## src/rtl/wr_arria10_phy_reset_ctrl_pkg.sv

```systemverilog
// Shared types and constants for the Arria 10 WR PHY reset sequencer.
// Holds the FSM state enums, default timing constants and a width helper.
package wr_arria10_phy_pkg;

  localparam int unsigned AnalogHoldDefault   = 16;
  localparam int unsigned DigitalSettleDefault = 64;
  localparam int unsigned LockTimeoutDefault  = 65536;

  typedef enum logic [1:0] {
    TxReset,
    TxWaitCal,
    TxDigHold,
    TxReady
  } t_tx_rst_state;

  typedef enum logic [2:0] {
    RxReset,
    RxWaitCal,
    RxWaitLock,
    RxDigHold,
    RxReady
  } t_rx_rst_state;

  // Bits needed to count from 0 to value-1; never returns zero.
  function automatic int unsigned f_ceil_log2(input int unsigned value);
    int unsigned r;
    r = 0;
    for (int i = 0; i < 32; i++) begin
      if ((64'(1) << i) < 64'(value)) r = i + 1;
    end
    return (r == 0) ? 1 : r;
  endfunction

endpackage

```

## src/rtl/gc_sync_ffs.sv

```systemverilog
// Two-flop synchronizer for a single asynchronous level into clk_i.
module gc_sync_ffs (
  input  logic clk_i,
  input  logic rst_i,
  input  logic data_i,
  output logic synced_o
);

  logic r_meta;
  logic r_sync;

  always_ff @(posedge clk_i) begin
    if (rst_i) begin
      r_meta <= 1'b0;
      r_sync <= 1'b0;
    end else begin
      r_meta <= data_i;
      r_sync <= r_meta;
    end
  end

  assign synced_o = r_sync;

endmodule

```

## src/rtl/wr_arria10_phy_reset_ctrl.sv

```systemverilog
// Reset sequencer for the Arria 10 single-lane WR transceiver PHY.
// Independent TX and RX FSMs; every PHY-facing output is a registered state decode.
module wr_arria10_phy_reset_ctrl
  import wr_arria10_phy_pkg::*;
#(
  parameter int unsigned g_analog_hold    = AnalogHoldDefault,
  parameter int unsigned g_digital_settle = DigitalSettleDefault,
  parameter int unsigned g_lock_timeout   = LockTimeoutDefault
) (
  input  logic clk_i,
  input  logic rst_i,
  input  logic pll_locked_i,
  input  logic tx_cal_busy_i,
  input  logic rx_cal_busy_i,
  input  logic rx_is_lockedtodata_i,
  input  logic link_rst_i,
  output logic tx_analogreset_o,
  output logic tx_digitalreset_o,
  output logic rx_analogreset_o,
  output logic rx_digitalreset_o,
  output logic rx_set_locktodata_o,
  output logic rx_set_locktoref_o,
  output logic tx_ready_o,
  output logic rx_ready_o
);

  localparam int unsigned CntMax0 =
      (g_analog_hold > g_digital_settle) ? g_analog_hold : g_digital_settle;
  localparam int unsigned CntMax  = (CntMax0 > g_lock_timeout) ? CntMax0 : g_lock_timeout;
  localparam int unsigned CntW    = f_ceil_log2(CntMax);

  localparam logic [CntW-1:0] HoldLast    = CntW'(g_analog_hold - 1);
  localparam logic [CntW-1:0] SettleLast  = CntW'(g_digital_settle - 1);
  localparam logic [CntW-1:0] TimeoutLast = CntW'(g_lock_timeout - 1);

  logic w_pll_locked, w_tx_cal_busy, w_rx_cal_busy, w_rx_locked;

  gc_sync_ffs u_sync_pll (
    .clk_i   (clk_i),
    .rst_i   (rst_i),
    .data_i  (pll_locked_i),
    .synced_o(w_pll_locked)
  );

  gc_sync_ffs u_sync_tx_cal (
    .clk_i   (clk_i),
    .rst_i   (rst_i),
    .data_i  (tx_cal_busy_i),
    .synced_o(w_tx_cal_busy)
  );

  gc_sync_ffs u_sync_rx_cal (
    .clk_i   (clk_i),
    .rst_i   (rst_i),
    .data_i  (rx_cal_busy_i),
    .synced_o(w_rx_cal_busy)
  );

  gc_sync_ffs u_sync_rx_lock (
    .clk_i   (clk_i),
    .rst_i   (rst_i),
    .data_i  (rx_is_lockedtodata_i),
    .synced_o(w_rx_locked)
  );

  t_tx_rst_state   r_tx_state, w_tx_state_d;
  t_rx_rst_state   r_rx_state, w_rx_state_d;
  logic [CntW-1:0] r_tx_cnt, w_tx_cnt_d;
  logic [CntW-1:0] r_rx_cnt, w_rx_cnt_d;
  logic            r_tx_analogreset, r_tx_digitalreset, r_tx_ready;
  logic            r_rx_analogreset, r_rx_digitalreset, r_rx_ready;

  always_comb begin
    w_tx_state_d = r_tx_state;
    unique case (r_tx_state)
      TxReset:   if (r_tx_cnt >= HoldLast && w_pll_locked) w_tx_state_d = TxWaitCal;
      TxWaitCal: if (!w_tx_cal_busy) w_tx_state_d = TxDigHold;
      TxDigHold: begin
        if (w_tx_cal_busy)                w_tx_state_d = TxWaitCal;
        else if (r_tx_cnt >= SettleLast)  w_tx_state_d = TxReady;
      end
      TxReady: begin
        if (!w_pll_locked)      w_tx_state_d = TxReset;
        else if (w_tx_cal_busy) w_tx_state_d = TxWaitCal;
      end
      default: w_tx_state_d = TxReset;
    endcase
    if (link_rst_i) w_tx_state_d = TxReset;

    // Counter restarts on every state entry and saturates at all-ones.
    if (link_rst_i || w_tx_state_d != r_tx_state) w_tx_cnt_d = '0;
    else if (&r_tx_cnt)                           w_tx_cnt_d = r_tx_cnt;
    else                                          w_tx_cnt_d = r_tx_cnt + 1'b1;
  end

  always_comb begin
    w_rx_state_d = r_rx_state;
    unique case (r_rx_state)
      RxReset:   if (r_rx_cnt >= HoldLast) w_rx_state_d = RxWaitCal;
      RxWaitCal: if (!w_rx_cal_busy) w_rx_state_d = RxWaitLock;
      RxWaitLock: begin
        if (w_rx_locked)                  w_rx_state_d = RxDigHold;
        else if (r_rx_cnt >= TimeoutLast) w_rx_state_d = RxReset;
      end
      RxDigHold: begin
        if (w_rx_cal_busy)                w_rx_state_d = RxWaitCal;
        else if (r_rx_cnt >= SettleLast)  w_rx_state_d = RxReady;
      end
      RxReady: begin
        if (!w_rx_locked)       w_rx_state_d = RxReset;
        else if (w_rx_cal_busy) w_rx_state_d = RxWaitCal;
      end
      default: w_rx_state_d = RxReset;
    endcase
    if (link_rst_i) w_rx_state_d = RxReset;

    if (link_rst_i || w_rx_state_d != r_rx_state) w_rx_cnt_d = '0;
    else if (&r_rx_cnt)                           w_rx_cnt_d = r_rx_cnt;
    else                                          w_rx_cnt_d = r_rx_cnt + 1'b1;
  end

  // Outputs decode the next state so they change on the same edge as the state.
  always_ff @(posedge clk_i) begin
    if (rst_i) begin
      r_tx_state        <= TxReset;
      r_rx_state        <= RxReset;
      r_tx_cnt          <= '0;
      r_rx_cnt          <= '0;
      r_tx_analogreset  <= 1'b1;
      r_tx_digitalreset <= 1'b1;
      r_tx_ready        <= 1'b0;
      r_rx_analogreset  <= 1'b1;
      r_rx_digitalreset <= 1'b1;
      r_rx_ready        <= 1'b0;
    end else begin
      r_tx_state        <= w_tx_state_d;
      r_rx_state        <= w_rx_state_d;
      r_tx_cnt          <= w_tx_cnt_d;
      r_rx_cnt          <= w_rx_cnt_d;
      r_tx_analogreset  <= (w_tx_state_d == TxReset);
      r_tx_digitalreset <= (w_tx_state_d != TxReady);
      r_tx_ready        <= (w_tx_state_d == TxReady);
      r_rx_analogreset  <= (w_rx_state_d == RxReset);
      r_rx_digitalreset <= (w_rx_state_d != RxReady);
      r_rx_ready        <= (w_rx_state_d == RxReady);
    end
  end

  assign tx_analogreset_o    = r_tx_analogreset;
  assign tx_digitalreset_o   = r_tx_digitalreset;
  assign rx_analogreset_o    = r_rx_analogreset;
  assign rx_digitalreset_o   = r_rx_digitalreset;
  assign tx_ready_o          = r_tx_ready;
  assign rx_ready_o          = r_rx_ready;
  assign rx_set_locktodata_o = 1'b0;
  assign rx_set_locktoref_o  = 1'b0;

endmodule

```

## config.mk

```make
export PLATFORM = sky130hd
export DESIGN_NAME = wr_arria10_phy_reset_ctrl
export DESIGN_NICKNAME = d
export VERILOG_FILES = /design/src/rtl/wr_arria10_phy_reset_ctrl_pkg.sv /design/src/rtl/gc_sync_ffs.sv /design/src/rtl/wr_arria10_phy_reset_ctrl.sv
export SDC_FILE = /design/constraint.sdc
export NUM_CORES = 1
export LEC_CHECK = 0
export BUFFER_PORTS_ARGS = -buffer_cell sky130_fd_sc_hd__buf_2
export CORE_MARGIN = 8
export CORE_UTILIZATION = 29
export DETAILED_ROUTE_END_ITERATION = 10
export GPL_TIMING_DRIVEN = 0
export SLEW_MARGIN = 10
export SYNTH_ARGS = -nofsm -noshare
export SYNTH_HDL_FRONTEND = slang
export SYNTH_SLANG_ARGS = --single-unit
```

## constraint.sdc

```tcl
create_clock -name clk_i -period 3.5 [get_ports clk_i]
set_input_delay 0.525 -clock clk_i [delete_from_list [all_inputs] [get_ports clk_i]]
set_output_delay 0.525 -clock clk_i [all_outputs]
set_load 0.1 [all_outputs]
```

==> results.toml <==
[outcome]
status = "finished, final reports clean"

[sta]
setup_violations = 0
clock.fmax_ghz = 0.419
rsz0062_at_grt = "false"
fin_skew_ns = 0.0108
tns_ns = 0
fin_crit_sh_pct = 68.1
fin_crit_ns = 2.38
final-max-slew-violation-count = 0
finalHoldViolations = 0
slew_headroom_pct = 54.9
tightest_slew_ns = 0.675

[drt]
drc = 0
drtPass1Iterations = 5
drt-total-wl_mm = 4.78
antenna_left = 0
routedWlPerCell_um = 11.5
detail_route.iter0.violations = 102
vias = 1983
via_per_inst = 4.77

[logic_synthesis]
synthMuxAreaShare_pct = 2.01
netlist_top_cells_area = "dfxtp_1 (41%), nor2_1 (5.0%), xnor2_1 (4.2%)"
synth_top_area_cell = "dfxtp_1"
ys_async_sr_fraction_pct = 0
synth_fa_ha_area_share_pct = 1.00
synthCells = 287
ys_seq_area_share_pct = 40.9
synth-simple-area-share_pct = 36.0
synth_seq_cells = 51
synth_top_area_share_pct = 40.9
synth-xor-area-share_pct = 8.38
synth_compound_area_share_pct = 7.88
synth_edf_count = 0
syn_area_um2 = 2490
yosys_warnings = 0
synth_top_family_by_area = "simple AND/OR/NAND/NOR gates"
synth_cell_types = 51
avgSynthCellArea_um2 = 8.69
synthFlopType = "dfxtp_1"

[power]
ir_drop_v = 0.000215
pwr-share-clk_pct = 34.4
p_int_uw = 740
power_density_nw_per_um2 = 346
power.share.switching_pct = 23.0
p_leak_nw = 0.951
combPwrFrac_pct = 4.1
seq_power_share_pct = 61.5
p_switching_uw = 221

[die]
io_pins = 15
start_util_pct = 29.3
fp.coreArea_um2 = 8510
die_width_um = 109
dieArea_um2 = 11800
rows = 34
die_h_um = 109

[hold_path]
hp-class = "in2reg"
whs_path_depth = 2

[cts]
cts_buffer_depth = 2
cts_buffers = 5
cts.sinks = 51
cts_tree = "done"
cts_root_buf = "clkbuf_8"
htree_levels = 2
clkTransAtPathRegs_ns = 0.10
clock_latency_ns = 0.30
hold_buffers = 0
cts-resized-gates = 0
post_cts_buffers = 0

[setup_path]
regToRegStartpoint = "r_rx_cnt[0]$_SDFFE_PP0N_"
start_kind = "register"
startpoint = "r_rx_cnt[0]$_SDFFE_PP0N_"
arrival_ns = 2.57
end_kind = "register"
rr_endpoint = "r_rx_cnt[11]$_SDFFE_PP0N_"
reg2reg_slack_ns = 1.12
rr_worst_depth = 9
crit_end = "r_rx_cnt[11]$_SDFFE_PP0N_"
required_ns = 3.69
path_max_fanout = 10
worstSetupPathType = "reg2reg"

[global_routing]
grt_overflow = 0
grt_pass1_wl_mm = 8.28
grt_usage_pct = 8.50
antenna_found_initial = 0
grt_max_degree = 16
grt_pass1_vias = 1852

[run]
cap_violations = 0

[finish]
antennaDiodeCount = 0
final_util_pct = 32.6
final_nets = 316
drive_gt1_share_pct = 14.3
area_growth_pct = 11.4
stdcell_count = 416

[placed_design]
hpwl_mm = 3.45
gp_congestion = 0.810
port-buffer-count = 12
placed_cells = 408
-- logic make-up after synthesis --
kind of cell             Yosys count
AND/OR/NAND/NOR                  159
flip-flops                        51
AO/OA/AOI/OAI                     28
XOR/XNOR                          23
buffers and inverters             18
multiplexers                       5
adder cells (fa/ha/maj)            2
other                              1
-- cells in the mapped netlist (2+ instances only) --
cell	n
nor2b_1	15
dfxtp_1	51
nand3_1	17
ha_1	2
nand3b_1	2
xor2_1	10
a31oi_1	2
a21oi_1	6
a31oi_2	2
inv_1	7
and3b_1	3
xnor2_1	12
o21ai_0	7
nand4_1	10
or2_2	3
nor3_2	9
nor2_1	33
clkbuf_1	6
buf_4	2
nor4_1	2
and3_1	6
nor3_1	15
nand2b_1	2
or4_1	2
nor3b_1	4
mux2i_1	5
buf_6	2
and2_1	2
nand2_1	26
-- area by class of cell --
type | instances | area, um2
flip-flops and latches | 51 | 1020
clock buffers | 6 | 72.6
repair buffers | 12 | 60.1
well taps | 108 | 135
inverters | 7 | 26.3
multi-input cells | 219 | 1390
fillers | 923 | 5730
plain buffers | 11 | 63.8
clock inverters | 2 | 12.5
-- state kept, by name (all words and copies together), names as in the netlist --
name and cells:
rx_digitalreset_o 1, u_sync_rx_cal.r_meta 1, u_sync_tx_cal.synced_o 1, r_rx_state 3
rx_ready_o 1, r_tx_state 2, u_sync_pll.synced_o 1, tx_digitalreset_o 1
r_rx_cnt 16, u_sync_rx_lock.synced_o 1, tx_ready_o 1, r_tx_cnt 16
tx_analogreset_o 1, u_sync_rx_cal.synced_o 1, u_sync_tx_cal.r_meta 1, u_sync_pll.r_meta 1
u_sync_rx_lock.r_meta 1, rx_analogreset_o 1
-- stage by stage --
stage	instance area (um2)	hold WS, ns	setup WS [ns]	power (mW)
global route	2780	0.428	0.911	1.00
floorplan	2500	0.414	1.43	0.634
finish	2780	0.436	1.12	0.961
detailed placement	2690	0.426	1.13	0.644
CTS	2780	0.426	1.11	0.978
global placement	2690	0.420	1.16	0.644
-- layout by cell type, fill, tap and decap left out, drive strengths merged, types with 2 or more instances in the layout --
master	count
dfxtp	51
nor2	33
nand2	26
nor3	24
nand3	18
buf	17
nor2b	15
xnor2	13
clkbuf	12
nand4	10
xor2	10
o21ai	8
inv	7
and3	6
a21oi	6
mux2i	5
nor3b	4
or2	4
a31oi	4
and3b	3
or4	3
nor4	3
nand2b	2
nand3b	2
and2	2
ha	2
conb	2
a211oi	2
-- layer usage --
metal	wire [um]	global-route usage (%)	part of all wire (%)	vias to the layer above
met5	0	0	0	-
met4	59	3.52	1.2	0
li1	-	-	-	1032
met1	2370	10.7	50	922
met3	118	1.71	2.5	4
met2	2230	13.9	47	25
-- how the worst min path moves through the flow --
stage | start | endpoint
finish | rx_is_lockedtodata_i | u_sync_rx_lock.r_meta$_SDFF_PP0_
global route | rx_cal_busy_i | u_sync_rx_cal.r_meta$_SDFF_PP0_
CTS | tx_cal_busy_i | u_sync_tx_cal.r_meta$_SDFF_PP0_
detailed placement | u_sync_rx_cal.r_meta$_SDFF_PP0_ | u_sync_rx_cal.synced_o$_SDFF_PP0_
global placement | u_sync_rx_cal.r_meta$_SDFF_PP0_ | u_sync_rx_cal.synced_o$_SDFF_PP0_
floorplan | u_sync_pll.r_meta$_SDFF_PP0_ | u_sync_pll.synced_o$_SDFF_PP0_
-- critical path: stages (launching register included) --
cell and delay (ns):
dfxtp_1 0.39, ha_1 0.24, nand4_1 0.13, or4_1 0.47, clkbuf_1 0.21, nand2_1 0.12
a21oi_1 0.08, o21ai_2 0.33, buf_6 0.23, nor3_2 0.06
-- power by group through the flow --
stage / registers (mW) / clock network, mW / logic (mW)
6_report: 0.591 / 0.330 / 0.0395
2_1_floorplan: 0.603 / 0 / 0.0308
3_3_place_gp: 0.604 / 0 / 0.0394
3_5_place_dp: 0.604 / 0 / 0.0399
5_1_grt: 0.592 / 0.369 / 0.0431
4_1_cts: 0.591 / 0.347 / 0.0401
(Power assumes the default switching activity.)
